--- config.mk ---
export PLATFORM = sky130hd
export DESIGN_NAME = ram_arbiter
export DESIGN_NICKNAME = d
export VERILOG_FILES = /design/src/rtl/ram_pkg.sv /design/src/rtl/prog_fifo.sv /design/src/rtl/ram_arbiter.sv
export SDC_FILE = /design/constraint.sdc
export NUM_CORES = 1
export LEC_CHECK = 0
export BUFFER_PORTS_ARGS = -buffer_cell sky130_fd_sc_hd__buf_2
export CORE_ASPECT_RATIO = 0.8
export CORE_UTILIZATION = 43
export CTS_CLUSTER_DIAMETER = 50
export DETAILED_ROUTE_END_ITERATION = 16
export HOLD_SLACK_MARGIN = 0.05
export PLACE_DENSITY_LB_ADDON = 0.3
export SYNTH_ARGS = -nofsm -noshare
export SYNTH_HDL_FRONTEND = slang
export SYNTH_SLANG_ARGS = --single-unit
--- constraint.sdc ---
create_clock -name clk -period 3.21 [get_ports clk]
set_input_delay 0.4815 -clock clk [delete_from_list [all_inputs] [get_ports clk]]
set_output_delay 0.4815 -clock clk [all_outputs]
set_load 0.02 [all_outputs]
--- src/rtl/ram_pkg.sv ---
// Shared definitions for the RAM arbiter: state encoding, default sizing
// and the programmer write-buffer entry layout.
package ram_pkg;

  localparam int unsigned DEF_FIFO_DEPTH   = 2;
  localparam int unsigned DEF_MAX_PROG_RUN = 4;

  typedef enum logic [2:0] {
    IDLE    = 3'd0,
    PROG_WR = 3'd1,
    CPU_WR  = 3'd2,
    CPU_RD  = 3'd3,
    RD_WAIT = 3'd4
  } arb_state_e;

  typedef struct packed {
    logic [7:0]  addr;
    logic [15:0] data;
  } prog_entry_t;

endpackage

--- src/rtl/prog_fifo.sv ---
// Synchronous FIFO for programmer writes. A push while full is accepted only
// when a pop frees the head slot in the same cycle; otherwise it is dropped.
module prog_fifo
  import ram_pkg::*;
#(
  parameter int unsigned DEPTH = DEF_FIFO_DEPTH
) (
  input  logic        clk,
  input  logic        rst_n,
  input  logic        push,
  input  prog_entry_t push_data,
  input  logic        pop,
  output prog_entry_t pop_data,
  output logic        full,
  output logic        empty,
  output logic        drop
);

  localparam int unsigned PTR_W = (DEPTH > 1) ? $clog2(DEPTH) : 1;
  localparam int unsigned CNT_W = $clog2(DEPTH + 1);

  logic [PTR_W-1:0] wr_ptr_q, wr_ptr_d;
  logic [PTR_W-1:0] rd_ptr_q, rd_ptr_d;
  logic [CNT_W-1:0] count_q, count_d;
  prog_entry_t      mem_q [DEPTH];
  prog_entry_t      mem_d [DEPTH];
  logic             do_push, do_pop;

  function automatic logic [PTR_W-1:0] ptr_inc(input logic [PTR_W-1:0] p);
    return (p == PTR_W'(DEPTH - 1)) ? '0 : p + 1'b1;
  endfunction

  always_comb begin
    full     = (count_q == CNT_W'(DEPTH));
    empty    = (count_q == '0);
    do_pop   = pop & ~empty;
    do_push  = push & (~full | do_pop);
    drop     = push & ~do_push;
    pop_data = mem_q[rd_ptr_q];
    mem_d    = mem_q;
    wr_ptr_d = wr_ptr_q;
    rd_ptr_d = rd_ptr_q;
    count_d  = count_q;
    if (do_push) begin
      mem_d[wr_ptr_q] = push_data;
      wr_ptr_d        = ptr_inc(wr_ptr_q);
    end
    if (do_pop) begin
      rd_ptr_d = ptr_inc(rd_ptr_q);
    end
    case ({do_push, do_pop})
      2'b10:   count_d = count_q + 1'b1;
      2'b01:   count_d = count_q - 1'b1;
      default: count_d = count_q;
    endcase
  end

  always_ff @(posedge clk or negedge rst_n) begin
    if (!rst_n) begin
      wr_ptr_q <= '0;
      rd_ptr_q <= '0;
      count_q  <= '0;
    end else begin
      wr_ptr_q <= wr_ptr_d;
      rd_ptr_q <= rd_ptr_d;
      count_q  <= count_d;
    end
  end

  // Storage needs no reset: the empty count masks stale contents.
  always_ff @(posedge clk) begin
    mem_q <= mem_d;
  end

endmodule

--- src/rtl/ram_arbiter.sv ---
// Single-port RAM arbiter between a buffered programmer write stream and a
// CPU request/grant port, with bounded programmer bursts while the CPU waits.
//
// state   | meaning
// IDLE    | no RAM access this cycle
// PROG_WR | writing the popped programmer entry
// CPU_WR  | writing CPU data, grant asserted
// CPU_RD  | RAM read address driven, grant asserted
// RD_WAIT | RAM read data returned to the CPU
module ram_arbiter
  import ram_pkg::*;
#(
  parameter int unsigned FIFO_DEPTH   = DEF_FIFO_DEPTH,
  parameter int unsigned MAX_PROG_RUN = DEF_MAX_PROG_RUN
) (
  input  logic        clk,
  input  logic        rstN,
  input  logic        progWrEn,
  input  logic [7:0]  progAddr,
  input  logic [15:0] progData,
  input  logic        progMode,
  output logic        progOvf,
  input  logic        cpuReq,
  input  logic        cpuWe,
  input  logic [7:0]  cpuAddr,
  input  logic [15:0] cpuWData,
  output logic        cpuGnt,
  output logic [15:0] cpuRData,
  output logic        cpuRValid,
  output logic        ramWe,
  output logic [7:0]  ramAddr,
  output logic [15:0] ramWData,
  input  logic [15:0] ramRData
);

  arb_state_e  state_q, state_d;
  logic [2:0]  prog_run_q, prog_run_d;
  logic        ovf_q, ovf_d;
  logic [7:0]  ram_addr_q, ram_addr_d;
  logic [15:0] ram_wdata_q, ram_wdata_d;

  prog_entry_t fifo_head;
  logic        fifo_pop, fifo_empty, fifo_full, fifo_drop;
  logic        cpu_gnt, cpu_eligible, run_at_max, cpu_grant_next;

  prog_fifo #(.DEPTH(FIFO_DEPTH)) u_prog_fifo (
    .clk      (clk),
    .rst_n    (rstN),
    .push     (progWrEn),
    .push_data({progAddr, progData}),
    .pop      (fifo_pop),
    .pop_data (fifo_head),
    .full     (fifo_full),
    .empty    (fifo_empty),
    .drop     (fifo_drop)
  );

  always_comb begin
    cpu_gnt = (state_q == CPU_WR) || (state_q == CPU_RD);
    // While the grant is showing, cpuReq still carries the consumed request.
    cpu_eligible   = cpuReq & ~progMode & ~cpu_gnt;
    run_at_max     = (prog_run_q == 3'(MAX_PROG_RUN));
    state_d        = IDLE;
    fifo_pop       = 1'b0;
    cpu_grant_next = 1'b0;
    ram_addr_d     = ram_addr_q;
    ram_wdata_d    = ram_wdata_q;
    ovf_d          = ovf_q | fifo_drop;

    if (state_q == CPU_RD) begin
      state_d = RD_WAIT;
    end else if (!fifo_empty && !(cpu_eligible && run_at_max)) begin
      state_d     = PROG_WR;
      fifo_pop    = 1'b1;
      ram_addr_d  = fifo_head.addr;
      ram_wdata_d = fifo_head.data;
    end else if (cpu_eligible) begin
      state_d        = cpuWe ? CPU_WR : CPU_RD;
      cpu_grant_next = 1'b1;
      ram_addr_d     = cpuAddr;
      if (cpuWe) ram_wdata_d = cpuWData;
    end

    prog_run_d = prog_run_q;
    if (!cpu_eligible || cpu_grant_next) begin
      prog_run_d = '0;
    end else if (state_d == PROG_WR && !run_at_max) begin
      prog_run_d = prog_run_q + 3'd1;
    end
  end

  always_ff @(posedge clk or negedge rstN) begin
    if (!rstN) begin
      state_q     <= IDLE;
      prog_run_q  <= '0;
      ovf_q       <= 1'b0;
      ram_addr_q  <= '0;
      ram_wdata_q <= '0;
    end else begin
      state_q     <= state_d;
      prog_run_q  <= prog_run_d;
      ovf_q       <= ovf_d;
      ram_addr_q  <= ram_addr_d;
      ram_wdata_q <= ram_wdata_d;
    end
  end

  assign ramWe     = (state_q == PROG_WR) || (state_q == CPU_WR);
  assign ramAddr   = ram_addr_q;
  assign ramWData  = ram_wdata_q;
  assign cpuGnt    = cpu_gnt;
  assign cpuRValid = (state_q == RD_WAIT);
  assign cpuRData  = cpuRValid ? ramRData : '0;
  assign progOvf   = ovf_q;

endmodule

==> results.sh <==
export IMPL_outcome="complete, no violations"
export IMPL_place_congestion=0.712
export IMPL_finalHoldViolCount=0
export IMPL_yosys_area_share_adder_pct=1.03
export IMPL_wl_per_cell_um=15.1
export IMPL_die_x_um=105
export IMPL_grt_max_degree=36
export IMPL_synth_top_cell_area_share_pct=39.7
export IMPL_required_ns=3.44
export IMPL_synth_top_family_by_area="multiplexers"
export IMPL_critPathKind="register to register"
export IMPL_maxCapViolations=0
export IMPL_synth_async_sr_flop_share_pct=42.2
export IMPL_drt_iter0_markers=84
export IMPL_cp_num_cells=6
export IMPL_post_cts_setup_buffers=0
export IMPL_cts_buffer_depth=2
export IMPL_cts_tree="built"
export IMPL_via_per_inst=4.85
export IMPL_relSlewSlack_pct=43.0
export IMPL_crit_slowest_cell="a31oi_4"
export IMPL_final_area_um2=4550
export IMPL_synth_cell_type_count=38
export IMPL_hold_path_class="input port to async pin"
export IMPL_place_area_um2=4320
export IMPL_grt_pass1_wl_um=11600
export IMPL_drive_gt1_share_pct=55.8
export IMPL_portBuffers=113
export IMPL_ant_nets=0
export IMPL_first_global_vias=2309
export IMPL_max_stage_delay_ns=0.61
export IMPL_syn_area_um2=3630
export IMPL_stdcell_count=470
export IMPL_io_pins=114
export IMPL_cts_buffers=9
export IMPL_core_um2=8060
export IMPL_seqCellArea_um2=2320
export IMPL_timing_final_ws_setup_ns=0.865
export IMPL_reg2reg_depth=6
export IMPL_yosys_register_bits=83
export IMPL_n_antenna_cell=0
export IMPL_cts_resized=0
export IMPL_synth_area_mux_share_pct=18.4
export IMPL_p_switching_mw=1.40
export IMPL_dp_cells=454
export IMPL_power_frac_comb_pct=39.9
export IMPL_p_clk_share_pct=20.0
export IMPL_synthFlopType="edfxtp_1"
export IMPL_synth_commonest_cells="48 x edfxtp_1, 46 x mux2_2, 35 x dfrtp_1"
export IMPL_drt_pass1_iter_count=4
export IMPL_via_count=2280
export IMPL_path_cells="inv_1, ha_1, and2_2, a31oi_4, a22o_4, mux2_2"
export IMPL_syn2layout_area_growth_pct=25.1
export IMPL_htreeDepth=3
export IMPL_synth_compound_area_share_pct=5.51
export IMPL_p_int_mw=2.74
export IMPL_fin_crit_ns=2.34
export IMPL_synth_nets=308
export IMPL_drcViolationCount=0
export IMPL_yosysTopAreaCell="edfxtp_1"
export IMPL_critPathMaxFanout=18
export IMPL_grt_setup_unrepaired="false"
export IMPL_overflow=0
export IMPL_row_count=29
export IMPL_die_height_um=84.2
export IMPL_finalSetupViolCount=0
export IMPL_dieArea_um2=8830
export IMPL_post_route_period_util_pct=73.0
export IMPL_cts_root_buf="clkbuf_8"
export IMPL_fillers=697
export IMPL_p_per_area_nw_per_um2=912
export IMPL_start_util_pct=45.1
export IMPL_cts_sinks=83
export IMPL_hold_buffers=0
export IMPL_multi_input_area_um2=1230
export IMPL_critical_path_buf_inv_count=1
export IMPL_ir_drop_mv=0.388
export IMPL_swShare_pct=33.8
export IMPL_synth_simple_gate_area_share_pct=7.44
export IMPL_worst_setup_path_start_kind="register"
export IMPL_synth_edf_count=48
export IMPL_ys_seq_area_share_pct=63.8
export IMPL_yosysMostFrequentCell="edfxtp_1"
export IMPL_syn_area_per_cell_um2=15.5
export IMPL_dpl_hpwl_um=5030
export IMPL_antenna_found_initial=0
export IMPL_nets=430
export IMPL_clock_latency_ns=0.34
export IMPL_slew_viol_final=0
export IMPL_drt_wl_total_um=7110
export IMPL_ys_top_cells_by_area="edfxtp_1 40%, dfrtp_1 24%, mux2_2 14%"
export IMPL_synthXorXnorAreaFrac_pct=1.45
export IMPL_grt_usage_pct=17.1
export IMPL_power_frac_seq_pct=40.1
export IMPL_path_delay_family="compound AO/OA/AOI/OAI gates"
export IMPL_synth_cells=235
export IMPL_tns_ns=0
export IMPL_cp_end_kind="register"
export IMPL_crit_arrival_ns=2.58
export IMPL_power_leakage_nw=2.00
export IMPL_worst_pin_slew_ns=0.855
export IMPL_pre_cts_slack_ns=0.854
export IMPL_clkSlewWorstSetupHoldPaths_ns=0.09
export IMPL_fin_skew_ns=0.0109
export IMPL_max_freq_mhz=426
export IMPL_ys_warnings_count=0
==> worst paths after layout <==
check | start | slack (ns) | endpoint
min | rstN | 0.24 | ramWData[12]
max reg2reg | prog_run_q[0] | 0.87 | ramWData[4]
max | prog_run_q[0] | 0.87 | ramWData[4]
min in group clk | progAddr[1] | 0.32 | u_prog_fifo.mem_q[17]
min reg2reg | progOvf | 0.46 | progOvf
max in group asynchronous | rstN | 2.43 | ramAddr[5]
==> state kept, by name, indices dropped and copies added, names as in the netlist <==
name / flops
progOvf: 1
prog_run_q: 3
ramAddr: 8
ramWData: 16
state_q: 3
u_prog_fifo.count_q: 2
u_prog_fifo.mem_q: 48
u_prog_fifo.rd_ptr_q: 1
u_prog_fifo.wr_ptr_q: 1
==> layout by cell type, fill, tap and decap left out, types with 2 or more instances in the layout <==
| master | Yosys | routed |
|---|---|---|
| a21oi_1 | 2 | 2 |
| and2_1 | 16 | 16 |
| buf_2 | 3 | 113 |
| buf_4 | 2 | 7 |
| bufinv_16 | 0 | 2 |
| clkbuf_8 | 0 | 9 |
| dfrtp_1 | 35 | 35 |
| edfxtp_1 | 48 | 48 |
| ha_1 | 3 | 3 |
| inv_1 | 4 | 4 |
| inv_6 | 0 | 2 |
| mux2_2 | 46 | 46 |
| mux2_4 | 10 | 10 |
| nand2_1 | 2 | 2 |
| nand2b_1 | 2 | 2 |
| nand3b_1 | 2 | 2 |
| nor2_1 | 17 | 15 |
| nor2_2 | 1 | 3 |
| o21ai_0 | 8 | 8 |
| o2bb2ai_1 | 8 | 8 |
| xnor2_1 | 4 | 4 |
| xor2_1 | 2 | 2 |
==> area by class of cell <==
class / instances / share of cell area (%)
Sequential cell: 83 / 50.9
Timing Repair Buffer: 120 / 13.6
Inverter: 5 / 0.440
Multi-Input combinational cell: 138 / 27.1
Clock inverter: 6 / 2.12
Clock buffer: 10 / 2.81
Tap cell: 108 / 2.97
==> power groups by stage <==
| stage | clock network [mW] | registers (mW) | logic [mW] |
|---|---|---|---|
| 5_1_grt | 0.902 | 1.71 | 1.78 |
| 3_3_place_gp | 0 | 1.68 | 1.64 |
| 3_5_place_dp | 0 | 1.69 | 1.67 |
| 6_report | 0.831 | 1.66 | 1.65 |
| 2_1_floorplan | 0 | 1.84 | 1.09 |
| 4_1_cts | 0.860 | 1.67 | 1.68 |
==> through the flow <==
step	hold slack [ns]	utilization (%)	power, mW
after floorplan	0.186	-	2.93
after global placement	0.435	53.7	3.32
after detailed placement	0.450	53.7	3.36
after CTS	0.263	56.5	4.21
after global routing	0.290	56.5	4.40
final	0.242	56.5	4.15
==> per-layer routing <==
layer / part of all wire, % / track usage [%] / vias to the layer above
met5: 0 / 0 / -
li1: - / - / 1102
met1: 46 / 22.8 / 1089
met2: 48 / 27.8 / 83
met3: 5.0 / 5.20 / 6
met4: 0.62 / 3.97 / 0
==> worst reg2reg max path, cell delays in order (launching register included) <==
cell and delay [ns]:
dfrtp_1 0.38, inv_1 0.05, ha_1 0.20, and2_2 0.23, a31oi_4 0.61, a22o_4 0.39, mux2_2 0.38
==> kinds of logic after synthesis <==
group | count (synthesis)
flip-flops | 83
XOR/XNOR | 6
AO/OA/AOI/OAI | 26
buffers and inverters | 14
AND/OR/NAND/NOR | 47
multiplexers | 56
adder cells (fa/ha/maj) | 3
Note: power is estimated with default switching activity, not from simulation.
